[config.mk]
export PLATFORM = sky130hd
export DESIGN_NAME = ep_arith_engine
export DESIGN_NICKNAME = d
export VERILOG_FILES = /design/src/rtl/ep_arith_pkg.sv /design/src/rtl/ep_arith_iter.sv /design/src/rtl/ep_arith_engine.sv
export SDC_FILE = /design/constraint.sdc
export NUM_CORES = 1
export LEC_CHECK = 0
export ABC_AREA = 1
export CAP_MARGIN = 20
export CORE_AREA = 2 2 175 177
export CTS_CLUSTER_SIZE = 16
export DETAILED_ROUTE_END_ITERATION = 16
export DIE_AREA = 0 0 177 179
export PLACE_DENSITY_LB_ADDON = 0.15
export SLEW_MARGIN = 20
export SYNTH_ARGS = -nofsm -noshare
export SYNTH_HDL_FRONTEND = slang
export SYNTH_SLANG_ARGS = --single-unit
[constraint.sdc]
create_clock -name okClk -period 13.2 [get_ports okClk]
set_clock_uncertainty 0.15 [all_clocks]
set_input_delay 1.98 -clock okClk [delete_from_list [all_inputs] [get_ports okClk]]
set_output_delay 1.98 -clock okClk [all_outputs]
set_load 0.1 [all_outputs]
[src/rtl/ep_arith_pkg.sv]
// Shared definitions for the FrontPanel arithmetic engine.
// Op codes, FSM states and status word bit positions.
package ep_arith_pkg;

  typedef enum logic [1:0] {
    OP_ADD = 2'b00,
    OP_MUL = 2'b01,
    OP_DIV = 2'b10,
    OP_RSV = 2'b11
  } op_e;

  typedef enum logic [1:0] {
    S_IDLE = 2'b00,
    S_RUN  = 2'b01,
    S_DONE = 2'b10
  } state_e;

  localparam int ST_BUSY = 0;
  localparam int ST_DSTK = 1;
  localparam int ST_ERR  = 2;
  localparam int ST_OVR  = 3;
  localparam int ST_OP   = 4;

  // Multiply and non-zero divide iterate once per operand bit.
  function automatic logic is_long(op_e f_op, logic f_bz);
    return (f_op == OP_MUL) || ((f_op == OP_DIV) && !f_bz);
  endfunction

endpackage

[src/rtl/ep_arith_iter.sv]
// One-bit-per-cycle shift-add multiplier / restoring divider.
// o_nhi/o_nlo show the register values after the current step.
module ep_arith_iter
  import ep_arith_pkg::*;
#(
  parameter int WIDTH = 32
) (
  input  logic             i_clk,
  input  logic             i_rst,
  input  logic             i_load,
  input  logic             i_step,
  input  logic             i_div,
  input  logic [WIDTH-1:0] i_a,
  input  logic [WIDTH-1:0] i_b,
  output logic [WIDTH-1:0] o_nhi,
  output logic [WIDTH-1:0] o_nlo
);

  logic [WIDTH-1:0] r_hi, r_lo, r_m;
  logic [WIDTH:0]   w_sum;
  logic [WIDTH:0]   w_t;
  logic             w_ge;
  logic [WIDTH-1:0] w_sub;

  assign w_sum = {1'b0, r_hi} + (r_lo[0] ? {1'b0, r_m} : '0);

  assign w_t   = {r_hi, r_lo[WIDTH-1]};
  assign w_ge  = (w_t >= {1'b0, r_m});
  // Only used when w_ge holds, so the true difference fits WIDTH bits.
  assign w_sub = w_t[WIDTH-1:0] - r_m;

  always_comb begin
    o_nhi = w_sum[WIDTH:1];
    o_nlo = {w_sum[0], r_lo[WIDTH-1:1]};
    if (i_div) begin
      o_nhi = w_ge ? w_sub : w_t[WIDTH-1:0];
      o_nlo = {r_lo[WIDTH-2:0], w_ge};
    end
  end

  always_ff @(posedge i_clk or posedge i_rst) begin
    if (i_rst) begin
      r_hi <= '0;
      r_lo <= '0;
      r_m  <= '0;
    end else if (i_load) begin
      r_hi <= '0;
      r_lo <= i_a;
      r_m  <= i_b;
    end else if (i_step) begin
      r_hi <= o_nhi;
      r_lo <= o_nlo;
    end
  end

endmodule

[src/rtl/ep_arith_engine.sv]
// Host-triggered add / multiply / divide engine with sticky status,
// sitting between FrontPanel wire-in, trigger-in and wire-out endpoints.
module ep_arith_engine
  import ep_arith_pkg::*;
#(
  parameter int WIDTH = 32
) (
  input  logic             okClk,
  input  logic             reset,
  input  logic             start,
  input  logic [1:0]       op,
  input  logic [WIDTH-1:0] a,
  input  logic [WIDTH-1:0] b,
  output logic [WIDTH-1:0] result_lo,
  output logic [WIDTH-1:0] result_hi,
  output logic [31:0]      status,
  output logic             done
);

  localparam int CW = $clog2(WIDTH);

  state_e           r_state, w_next;
  logic [CW-1:0]    r_cnt;
  op_e              r_op;
  logic [WIDTH-1:0] r_a, r_b, r_lo, r_hi;
  logic             r_done, r_dstk, r_err, r_ovr;
  logic             w_accept, w_last, w_err;
  logic [WIDTH:0]   w_sum;
  logic [WIDTH-1:0] w_it_lo, w_it_hi, w_res_lo, w_res_hi;

  assign w_accept = start && (r_state == S_IDLE);
  assign w_last   = (r_state == S_RUN) && (r_cnt == '0);
  assign w_sum    = {1'b0, r_a} + {1'b0, r_b};

  ep_arith_iter #(.WIDTH(WIDTH)) u_iter (
    .i_clk  (okClk),
    .i_rst  (reset),
    .i_load (w_accept),
    .i_step (r_state == S_RUN),
    .i_div  (r_op == OP_DIV),
    .i_a    (a),
    .i_b    (b),
    .o_nhi  (w_it_hi),
    .o_nlo  (w_it_lo)
  );

  always_comb begin
    w_next = r_state;
    unique case (r_state)
      S_IDLE:  if (w_accept) w_next = S_RUN;
      S_RUN:   if (r_cnt == '0) w_next = S_DONE;
      S_DONE:  w_next = S_IDLE;
      default: w_next = S_IDLE;
    endcase
  end

  always_ff @(posedge okClk or posedge reset) begin
    if (reset) r_state <= S_IDLE;
    else       r_state <= w_next;
  end

  // Counter holds remaining RUN cycles minus one.
  always_ff @(posedge okClk or posedge reset) begin
    if (reset) begin
      r_cnt <= '0;
    end else if (w_accept) begin
      r_cnt <= is_long(op_e'(op), b == '0) ? CW'(WIDTH - 1) : '0;
    end else if ((r_state == S_RUN) && (r_cnt != '0)) begin
      r_cnt <= r_cnt - CW'(1);
    end
  end

  always_ff @(posedge okClk or posedge reset) begin
    if (reset) begin
      r_a  <= '0;
      r_b  <= '0;
      r_op <= OP_ADD;
    end else if (w_accept) begin
      r_a  <= a;
      r_b  <= b;
      r_op <= op_e'(op);
    end
  end

  always_comb begin
    w_res_lo = '0;
    w_res_hi = '0;
    w_err    = 1'b0;
    unique case (r_op)
      OP_ADD: begin
        w_res_lo = w_sum[WIDTH-1:0];
        w_res_hi = WIDTH'(w_sum[WIDTH]);
      end
      OP_MUL: begin
        w_res_lo = w_it_lo;
        w_res_hi = w_it_hi;
      end
      OP_DIV: begin
        if (r_b == '0) begin
          w_res_lo = '1;
          w_res_hi = r_a;
          w_err    = 1'b1;
        end else begin
          w_res_lo = w_it_lo;
          w_res_hi = w_it_hi;
        end
      end
      OP_RSV:  w_err = 1'b1;
      default: w_err = 1'b1;
    endcase
  end

  always_ff @(posedge okClk or posedge reset) begin
    if (reset) begin
      r_lo   <= '0;
      r_hi   <= '0;
      r_done <= 1'b0;
      r_dstk <= 1'b0;
      r_err  <= 1'b0;
      r_ovr  <= 1'b0;
    end else begin
      r_done <= w_last;
      if (w_last) begin
        r_lo   <= w_res_lo;
        r_hi   <= w_res_hi;
        r_dstk <= 1'b1;
        r_err  <= w_err;
      end
      if (w_accept) begin
        r_dstk <= 1'b0;
        r_err  <= 1'b0;
        r_ovr  <= 1'b0;
      end else if (start) begin
        r_ovr  <= 1'b1;
      end
    end
  end

  always_comb begin
    status             = '0;
    status[ST_BUSY]    = (r_state != S_IDLE);
    status[ST_DSTK]    = r_dstk;
    status[ST_ERR]     = r_err;
    status[ST_OVR]     = r_ovr;
    status[ST_OP +: 2] = r_op;
  end

  assign result_lo = r_lo;
  assign result_hi = r_hi;
  assign done      = r_done;

endmodule

==> impl_metrics.toml <==
[outcome]
status = "completed"

[cts]
cts.path.max_buffers = 3
clkLatencyLatePin_ns = 0.52
cts_buffers = 23
cts_tree = "built"
path_clk_slew_ns = 0.06
cts_setup_buffers = 0
root_buffer = "clkbuf_16"
cts_resized = 0
cts_sinks = 205
cts.hold.buffers_added = 0
cts_max_level = 1

[sta]
setup_viol = 0
rsz0062_at_grt = "false"
hold_viol = 0
timing.max_slew.rel_slack_pct = 29.7
holdWs_ns = 0.324
maxSlewViolCount = 0
worstMarginPinSlew_ns = 1.05
fin_crit_sh_pct = 34.8
fin_setup_tns_ns = 0
max_freq_mhz = 218
finalCriticalPeriod_ns = 4.60

[floorplan]
rows = 64
ioPinCount = 166
die_h_um = 179
core_area_um2 = 30000
dieWidth_um = 177
initial_core_util_pct = 56.5
dieArea_um2 = 31700

[global_routing]
grt-ovfl-total = 0
grt_use_total_pct = 41.5
grt_max_degree = 134
antenna_found_initial = 1
grt_pass1_vias = 17600
grt_pass1_wl_um = 99800

[routing]
route.met3.wl_um = 7170
top_layer_used = "met5"
wl_per_cell_um = 20.9
first_pass_iters = 6
drt-vias-per-instance = 5.91
vias = 18800
wl_um = 66400
drc = 0
met1Wirelength_um = 26800
drt_iter0_markers = 2321
ant_nets = 0
met2_length_um = 28700

[critical_path]
start_kind = "input pin"
end_kind = "register"
critPathKind = "in -> reg"
path_cells = "clkdlybuf4s50_1 -> inv_1 -> nor2_4 -> buf_4 -> buf_4 -> clkinv_1 -> buf_4 -> nand2_1 -> nor2_1 -> a31oi_1"
cpMaxStageDelayCell = "buf_4"
slowest_delay_ns = 0.56
cp.required_ns = 13.47
cp.arrival_ns = 4.87
critical_path.most_common_cell = "buf_4"
crit_path_max_fanout = 72

[synth]
ys_ff_latch = 205
netlist_top_cells_area = "dfrtp_1 (30%), nand2_1 (21%), inv_1 (7.4%)"
synth_simple_gate_area_share_pct = 34.8
synth_top_area_share_pct = 30.2
synth_top_area_cell = "dfrtp_1"
synth_warnings = 0
yosysSeqAreaShare_pct = 30.2
synth_top_family_by_area = "simple AND/OR/NAND/NOR gates"
netlist_area_um2 = 17000
syn_area_per_cell_um2 = 6.34
synth.area.mux_share_pct = 0
synth-xor-area-share_pct = 1.39
synth-compound-area-share_pct = 15.0
synthAdderAreaFrac_pct = 7.57
syn_inst = 2677
synth.distinct_cells = 51

[placement]
dpl.hpwl_um = 49800
placed_cells = 3141
place.gp.congestion = 1.07
post_dp_cell_area_um2 = 18500
io_buffers = 139

[job]
maxCapViolations = 0

[finish]
drive_gt1_share_pct = 3.81
finalNetCount = 2940
fin_area_um2 = 19300
syn_to_final_growth_pct = 13.8
antenna-diode-count = 0
final_cells = 3180

[worst_hold_path]
hp-class = "reg -> reg"
[registers in the layout, indices dropped and copies added, names as in the netlist]
signal / flops
done: 1
r_a: 32
r_b: 32
r_cnt: 5
r_dstk: 1
r_err: 1
r_op: 2
r_ovr: 1
r_state: 2
result_hi: 32
result_lo: 32
u_iter.r_hi: 32
u_iter.r_lo: 32
[stage by stage]
stage	setup slack [ns]	utilization [%]
floorplan	5.47	-
global placement	8.35	61.8
detailed placement	8.12	61.8
CTS	8.65	64.3
global route	8.40	64.4
finish	8.60	64.4
[critical path: cells and delay by family]
| kind | cells | cell delay, ns |
|---|---|---|
| AND/OR/NAND/NOR | 3 | 0.52 |
| AO/OA/AOI/OAI | 1 | 0.21 |
| buffers and inverters | 6 | 2.14 |
[metal layers]
| layer | global-route usage (%) | vias up |
|---|---|---|
| met3 | 9.46 | 222 |
| met4 | 19.6 | 2 |
| met5 | 0 | - |
| li1 | - | 8707 |
| met2 | 65.1 | 1150 |
| met1 | 54.2 | 8700 |
[logic make-up (layout without fill, tap and decap cells)]
kind of cell             after synthesis  count (layout)
other                                  1              26
XOR/XNOR                              27              27
AO/OA/AOI/OAI                        450             450
adder cells (fa/ha/maj)              101             101
flip-flops                           205             205
buffers and inverters                458             540
AND/OR/NAND/NOR                     1435            1435
[synth_stat cells, drive strengths merged]
master / instances
clkbuf: 53
a21oi: 145
o211ai: 8
nand3b: 8
a22oi: 8
or2: 15
xor2: 20
dfrtp: 205
a211o: 1
and2: 3
a21boi: 30
o31ai: 4
nand4: 18
clkinv: 1
buf: 59
a2bb2oi: 2
nor2: 205
xnor2: 7
inv: 345
o21a: 9
nor4: 9
o2111ai: 8
nand2: 955
a211oi: 6
o21bai: 11
ha: 98
fa: 3
conb: 1
nand3: 202
nor3: 18
o21ai: 196
a31oi: 6
a21o: 15
o22ai: 1
and3: 2
[final cells by class]
cell class / count / area [µm²]
clock buffer: 33 / 683
clock inverter: 6 / 87.6
fill: 2767 / 10700
inverter: 346 / 1310
multi-input combinational: 2039 / 10100
sequential: 205 / 5130
tap: 396 / 495
timing repair buffer: 155 / 1510
[worst paths after layout]
path	from	endpoint	depth (start not counted)	slack [ns]
worst max-delay path	start	r_cnt[4]	10	8.60
worst min register to register	result_lo[16]	result_lo[16]	1	0.32
min in group asynchronous	reset	result_lo[3]	2	1.85
max in group asynchronous	reset	r_a[16]	3	9.34
worst max register to register	r_b[27]	result_hi[20]	9	9.18
worst min-delay path	result_lo[16]	result_lo[16]	1	0.32
[cells in the final DEF (no fill, tap or decap), types with 9 or more instances in the layout]
cell type / Yosys / final
o21bai_1: 11 / 11
a21boi_0: 22 / 22
nand2_1: 949 / 949
a21oi_1: 145 / 145
o21ai_0: 191 / 191
or2_2: 15 / 15
a21o_1: 15 / 15
clkdlybuf4s50_1: 0 / 139
nor2_1: 197 / 191
ha_1: 98 / 98
nand4_1: 18 / 18
o21a_1: 9 / 9
inv_1: 337 / 336
dfrtp_1: 205 / 205
nand3_1: 196 / 196
xor2_1: 20 / 20
clkbuf_16: 0 / 23
nor3_1: 17 / 17
conb_1: 1 / 26
buf_4: 31 / 16
Power is left out: the tool's default activity adds up to more than one toggle a clock period on the data nets, which glitch-free logic cannot reach.
